===== src/rtl/bus_responder.sv =====
// Word-addressed register responder: an 8-word window with control, scratch,
// free-running counter, error counter and four data words. Every request
// completes one cycle after it is sampled with exactly one of ack/rvalid/err.
module bus_responder #(
   parameter logic [15:0] BASE_ADDR = 16'h0000,
   parameter logic [15:0] CNT_INIT  = 16'h0000
) (
   input  logic        clk,
   input  logic        rst_n,
   input  logic [15:0] addr,
   input  logic [15:0] wdata,
   input  logic        ws,
   input  logic        oe,
   output logic [15:0] rdata,
   output logic        rvalid,
   output logic        ack,
   output logic        err
);

   typedef enum logic [1:0] {IDLE, WACK, RDAT, ERR} state_t;

   state_t      state_q, state_d;
   logic [1:0]  fmt_q;
   logic [15:0] scratch_q;
   logic [15:0] cnt_q, cnt_d;
   logic [15:0] errcnt_q, errcnt_d;
   logic [15:0] data_q [4];
   logic [15:0] rdata_q;

   logic [15:0] off;
   logic        in_win;
   logic [2:0]  idx;
   logic        do_wr, do_rd, do_err;
   logic [15:0] raw_rd, fmt_rd;

   // Apply the CTRL.FMT read transform.
   function automatic logic [15:0] fmt_apply(input logic [15:0] v, input logic [1:0] f);
      logic [15:0] r;
      r = v;
      case (f)
         2'd1:    for (int i = 0; i < 16; i++) r[i] = v[15-i];
         2'd2:    r = {v[3:0], v[7:4], v[11:8], v[15:12]};
         2'd3:    r = {v[7:0], v[15:8]};
         default: r = v;
      endcase
      return r;
   endfunction

   // Decode the request; only IDLE accepts, and a conflicting or out-of-window strobe is an error.
   always_comb begin
      off    = addr - BASE_ADDR;
      in_win = (off[15:3] == 13'd0);
      idx    = off[2:0];
      do_wr  = (state_q == IDLE) && ws && !oe && in_win;
      do_rd  = (state_q == IDLE) && oe && !ws && in_win;
      do_err = (state_q == IDLE) && (ws || oe) && !(do_wr || do_rd);
   end

   // Read mux, with the format transform applied to the data-like registers only.
   always_comb begin
      raw_rd = 16'h0000;
      case (idx)
         3'd0:    raw_rd = {14'd0, fmt_q};
         3'd1:    raw_rd = scratch_q;
         3'd2:    raw_rd = cnt_q;
         3'd3:    raw_rd = errcnt_q;
         default: raw_rd = data_q[idx[1:0]];
      endcase
      if (idx == 3'd1 || idx[2])
         fmt_rd = fmt_apply(raw_rd, fmt_q);
      else
         fmt_rd = raw_rd;
   end

   // Next state and counter next values.
   always_comb begin
      state_d = IDLE;
      case (state_q)
         IDLE: begin
            if (do_wr)       state_d = WACK;
            else if (do_rd)  state_d = RDAT;
            else if (do_err) state_d = ERR;
            else             state_d = IDLE;
         end
         default: state_d = IDLE;
      endcase

      if (do_wr && idx == 3'd2) cnt_d = CNT_INIT;
      else                      cnt_d = cnt_q + 16'd1;

      errcnt_d = errcnt_q;
      if (do_wr && idx == 3'd3)                errcnt_d = 16'h0000;
      else if (do_err && errcnt_q != 16'hFFFF) errcnt_d = errcnt_q + 16'd1;
   end

   // State, control, scratch, counters and captured read data.
   always_ff @(posedge clk or negedge rst_n) begin
      if (!rst_n) begin
         state_q   <= IDLE;
         fmt_q     <= 2'd0;
         scratch_q <= 16'h0000;
         cnt_q     <= CNT_INIT;
         errcnt_q  <= 16'h0000;
         rdata_q   <= 16'h0000;
      end else begin
         state_q  <= state_d;
         cnt_q    <= cnt_d;
         errcnt_q <= errcnt_d;
         rdata_q  <= do_rd ? fmt_rd : 16'h0000;
         if (do_wr && idx == 3'd0) fmt_q     <= wdata[1:0];
         if (do_wr && idx == 3'd1) scratch_q <= wdata;
      end
   end

   genvar gi;
   generate
      for (gi = 0; gi < 4; gi++) begin : g_data
         // DATA word gi, written at window offset 4+gi.
         always_ff @(posedge clk or negedge rst_n) begin
            if (!rst_n)
               data_q[gi] <= 16'h0000;
            else if (do_wr && idx == 3'(4 + gi))
               data_q[gi] <= wdata;
         end
      end
   endgenerate

   assign ack    = (state_q == WACK);
   assign rvalid = (state_q == RDAT);
   assign err    = (state_q == ERR);
   assign rdata  = rdata_q;

endmodule


===== config.mk =====
export PLATFORM = sky130hd
export DESIGN_NAME = bus_responder
export DESIGN_NICKNAME = d
export VERILOG_FILES = /design/src/rtl/bus_responder.sv
export SDC_FILE = /design/constraint.sdc
export NUM_CORES = 1
export LEC_CHECK = 0
export CAP_MARGIN = 20
export CORE_UTILIZATION = 40
export CTS_CLUSTER_SIZE = 10
export DETAILED_ROUTE_END_ITERATION = 6
export PLACE_DENSITY = 0.56
export SLEW_MARGIN = 40
export SYNTH_ARGS = -nofsm -noshare
export SYNTH_HDL_FRONTEND = slang
export SYNTH_SLANG_ARGS = --single-unit

===== constraint.sdc =====
create_clock -name clk -period 3.1 [get_ports clk]
set_input_delay 0.93 -clock clk [delete_from_list [all_inputs] [get_ports clk]]
set_output_delay 0.93 -clock clk [all_outputs]
set_load 0.05 [all_outputs]

### Yosys cells after proc, flatten, opt, wreduce, memory -nomap -nowiden

Cells that the tools add are included.

* input port bits: 36
* register bits: 132
* logic and storage cells: 69

* add/sub/neg operators: 2
* muxes and demuxes: 14
* reductions and logical operators: 27
* bitwise logic cells: 1
* equality and inequality tests: 14
* order comparisons: 1

Operator list (number)
* 16-bit two-way mux: 7
* 16-bit case mux with 4 select lines: 1
* 16-bit case mux with 3 select lines: 1
* 16-bit by 1-bit adder with 16-bit output, second input constant: 2
* 16-bit binary-select mux with 2-bit select: 1
* 1-bit logical AND: 17
* 16-bit != test, second input constant: 1
* 13-bit zero test: 1
* 3-bit equality test, second input constant: 4
* 2-bit equality test, second input constant: 4
* 2-bit two-way mux: 4
* 3-bit by 2-bit equality test with 1-bit output, second input constant: 2
* 2-bit by 1-bit equality test with 1-bit output, second input constant: 2
* 3-bit by 1-bit equality test with 1-bit output, second input constant: 1
* 3-bit greater-or-equal comparator, second input constant: 1
* 1-bit zero test: 3
* 3-bit zero test: 1
* 1-bit logical OR: 3
* 2-bit inverter with 3-bit output: 1
* 2-bit zero test: 1
* 2-bit nonzero test: 1

### Depth between registers and ports, before layout

* word-level depth: 11
* gate-level depth with buffers: 8

### Worst setup path after synthesis

OpenSTA, ideal clock, no wires.

* path kind: input-to-reg
* start point: in addr[5]
* end point: reg scratch_q[10]
* arrival: 2.477 ns
* setup time: 0.125 ns
* setup slack: 0.498 ns
* buffers on the path: 1
* stages: 6
* cell sequence: nor4_4 -> and4_4 -> nand2_1 -> nor3_4 -> buf_6 -> mux2_2

* longest elaborated chain between the ends: 3

RTL lines
* from (decl): line 10 `input logic [15:0] addr,`
* 13-bit zero test: line 52 `in_win = (off[15:3] == 13'd0);`
* 1-bit logical AND: line 54 `do_wr = (state_q == IDLE) && ws && !oe && in_win;`
* 1-bit logical AND: line 111 `if (do_wr && idx == 3'd1) scratch_q <= wdata;`
* to (signal assigned): line 111
* to (decl): line 24 `logic [15:0] scratch_q;`

Every way passes these cells.
A chain may end at the register's enable or synchronous reset.

### Worst setup path after layout

* start point: in addr[0]
* end point: reg rdata_q[6], in the netlist rdata[6]

* longest elaborated chain between the ends: 8

RTL lines
* 2-bit inverter with 3-bit output (not written as such): line 67 `default: raw_rd = data_q[idx[1:0]];`
* 16-bit binary-select mux with 2-bit select: line 67
* 16-bit two-way mux (not written as such) (2 in series): line 67
* 16-bit case mux with 4 select lines: line 62 `case (idx)`
* 16-bit case mux with 3 select lines: line 40 `case (f)`
* 16-bit two-way mux (*): line 69 `if (idx == 3'd1 || idx[2])`
* 16-bit two-way mux (*): line 109 `rdata_q <= do_rd ? fmt_rd : 16'h0000;`
* to (signal assigned): line 109
* to (decl): line 28 `logic [15:0] rdata_q;`

Mark *: on every way between the ends. The rest lies on a longest branch, timed or not. The select of a mux whose other input is x is not followed.

==> results.py <==
metrics = {
    "status": {
        "status": "complete, no violations",
    },
    "placed_design": {
        "dp_hpwl_um": 13410,
        "placed_area_sq_um": 8003,
        "port_buffers": 54,
        "gp_congestion": 0.9173,
        "dp_slack_ns": -0.03935,
    },
    "die": {
        "start_util_pct": 41.11,
        "die_w_um": 133.0,
        "num_io_pins": 55,
        "core_area_sq_um": 16700,
        "die_area_sq_um": 17690,
        "die_h_um": 133.0,
        "rows": 47,
    },
    "final_layout": {
        "drive_gt1_share_pct": 29.39,
        "num_antenna_cells": 0,
        "final_common_cell": "dfrtp_1",
        "most-common-layout-cells": "132 x dfrtp_1, 94 x mux2_2, 52 x clkdlybuf4s50_1",
        "fin_nets": 726,
        "areaGrowthSynthToFinish_pct": 25.29,
        "fillers": 1523,
        "finalInstanceArea_sq_um": 8603,
    },
    "power_and_ir_drop": {
        "p_leak_nw": 3.870,
        "peakVddDrop_mv": 0.5227,
        "p_per_area_nw_per_um2": 522.1,
    },
    "synth": {
        "netlist_area_sq_um": 6867,
        "yosysWarnings": 0,
        "synthFlopType": "dfrtp_1",
        "synth-edff-count": 0,
        "async_reset_ff_share_pct": 100.0,
        "syn-instance-count": 590,
        "syn_area_per_cell_sq_um": 11.64,
        "ys_seq_area_share_pct": 48.10,
        "synth_cell_types": 56,
        "synth_nets": 628,
        "ys_seq_elements": 132,
    },
    "timing": {
        "slew_headroom_pct": 48.11,
        "tightest_slew_ns": 0.7784,
        "finalSetupViolations": 0,
        "tns_ns": 0,
        "fin_skew_ns": 0.009843,
        "fin_crit_ns": 2.779,
        "hold_violations": 0,
        "rsz0062_at_grt": "no",
        "fmax_mhz": 359.8,
        "maxSlewViolCount": 0,
        "final.period_utilization_pct": 89.65,
        "fin_ws_ns": 0.3208,
    },
    "worst_setup_path": {
        "endpoint_kind": "flip-flop",
        "critPathMaxFanout": 7,
        "cp-start-kind": "input port",
        "required_ns": 3.39,
        "path_class": "input port to flip-flop",
        "crit_arrival_ns": 3.07,
        "reg2reg_depth": 6,
    },
    "clocking": {
        "post_cts_buffers": 0,
        "clockRootBuffer": "clkbuf_16",
        "ctsResizeCount": 0,
        "htree_levels": 4,
        "hold_buffers": 0,
        "cts_buffer_depth": 2,
        "path_clk_slew_ns": 0.06,
        "clk_latency_ns": 0.42,
        "cts_buffers": 17,
        "clock-sinks": 132,
        "cts_tree": "yes",
    },
    "drt": {
        "num_vias": 5261,
        "wl_per_cell_um": 19.94,
        "drc": 0,
        "wl_um": 18360,
        "drt_first_pass_iters": 5,
        "vias_per_cell": 5.712,
        "antenna_left": 0,
        "drtIter0Drc": 483,
    },
    "global_route": {
        "grt_max_degree": 41,
        "antenna_found_initial": 0,
        "grt_pass1_wl_um": 30100,
        "overflow": 0,
        "grt_use_total_pct": 22.44,
        "grt_pass1_vias": 5372,
    },
    "flow_run": {
        "cap_viol_max_count": 0,
    },
    "min_path": {
        "hp-class": "flip-flop to flip-flop",
        "hold_path_depth": 1,
    },
}
==> report_power, final <==
part / internal, mW / switching (mW) / total [mW] / leakage [nW]
Clock: 1.24 / 0.795 / 2.03 / 0.283
Sequential: 1.77 / 0.0724 / 1.85 / 1.82
Combinational: 0.256 / 0.358 / 0.614 / 1.77
==> flip-flops by register name, indices dropped and copies added, names as in the netlist <==
register and cells:
scratch_q 16, errcnt_q 16, data_q 64, rdata 16, cnt_q 16, fmt_q 2, state_q 2
==> metal layers <==
| layer | GRT usage (%) | up-vias | share of wire [%] |
|---|---|---|---|
| met3 | 5.709 | 33 | 5.2 |
| met4 | 6.130 | 0 | 1.8 |
| met2 | 35.05 | 159 | 47 |
| li1 | - | 2414 | - |
| met5 | 0 | - | 0 |
| met1 | 30.80 | 2655 | 46 |
==> stage by stage <==
stage	power (mW)	instances	util [%]	hold slack (ns)
2_1_floorplan	2.190	590	-	0.4428
3_3_place_gp	2.473	889	47.92	0.4867
3_5_place_dp	2.485	889	47.92	0.4936
4_1_cts	4.531	921	51.51	0.5078
5_1_grt	4.679	921	51.51	0.5182
6_report	4.492	921	51.51	0.5046
==> cells by family after synthesis <==
group / Yosys count / synth area share [%]
AOI/OAI and AO/OA: 106 / 10.79
xor gates and xnor gates: 14 / 1.786
adders and majority gates: 2 / 0.3644
buffers and inverters: 34 / 3.225
DFF: 132 / 48.10
muxes: 137 / 22.41
and+or+nand+nor: 165 / 13.32
==> critical path, cell delays in order <==
cell and delay (ns):
clkdlybuf4s50_1 0.64, nor2b_1 0.23, buf_4 0.21, a221oi_1 0.49, nand2_1 0.14, a2111oi_0 0.42
==> path summary, 6_finish.rpt <==
check / from / to / slack (ns)
worst min register to register: data_q[8] / data_q[8] / 0.50
max in group asynchronous: rst_n / data_q[10] / 1.78
min in group asynchronous: rst_n / state_q[1] / 0.52
worst max-delay path: addr[0] / rdata[6] / 0.32
worst max register to register: state_q[1] / scratch_q[13] / 0.91
worst min-delay path: data_q[8] / data_q[8] / 0.50
==> cell type report <==
type / count / area (sq um) / share of cell area [%]
Clock buffer: 19 / 452.9 / 5.265
Clock inverter: 13 / 147.6 / 1.716
Inverter: 5 / 18.77 / 0.2182
Multi-Input combinational cell: 424 / 3342 / 38.85
Sequential cell: 132 / 3303 / 38.39
Tap cell: 220 / 275.3 / 3.200
Timing Repair Buffer: 108 / 1064 / 12.36
==> synthesized netlist by cell type (all sizes together) (4+ instances only) <==
cell type  instances  area, sq um
xor2              10        87.58
nor2              48        192.7
nand3             10        62.56
o21ai             14        70.06
nand2b             5        31.28
buf               20        168.9
xnor2              4        35.03
o31ai             11        82.58
o22ai             17        106.4
nand4             12        75.07
and4               5        46.29
mux2i             33        330.3
dfrtp            132         3303
nor2b              5        31.28
nor4               6        67.56
nand2             29        108.9
and2               7        43.80
or4                9        67.56
nor3              15        91.34
a22o              10        87.58
clkbuf             9        33.78
a221oi            18        163.9
mux2             104         1209
a21oi             21        105.1
inv                5        18.77
No activity file was read; power rests on OpenSTA's default activity.
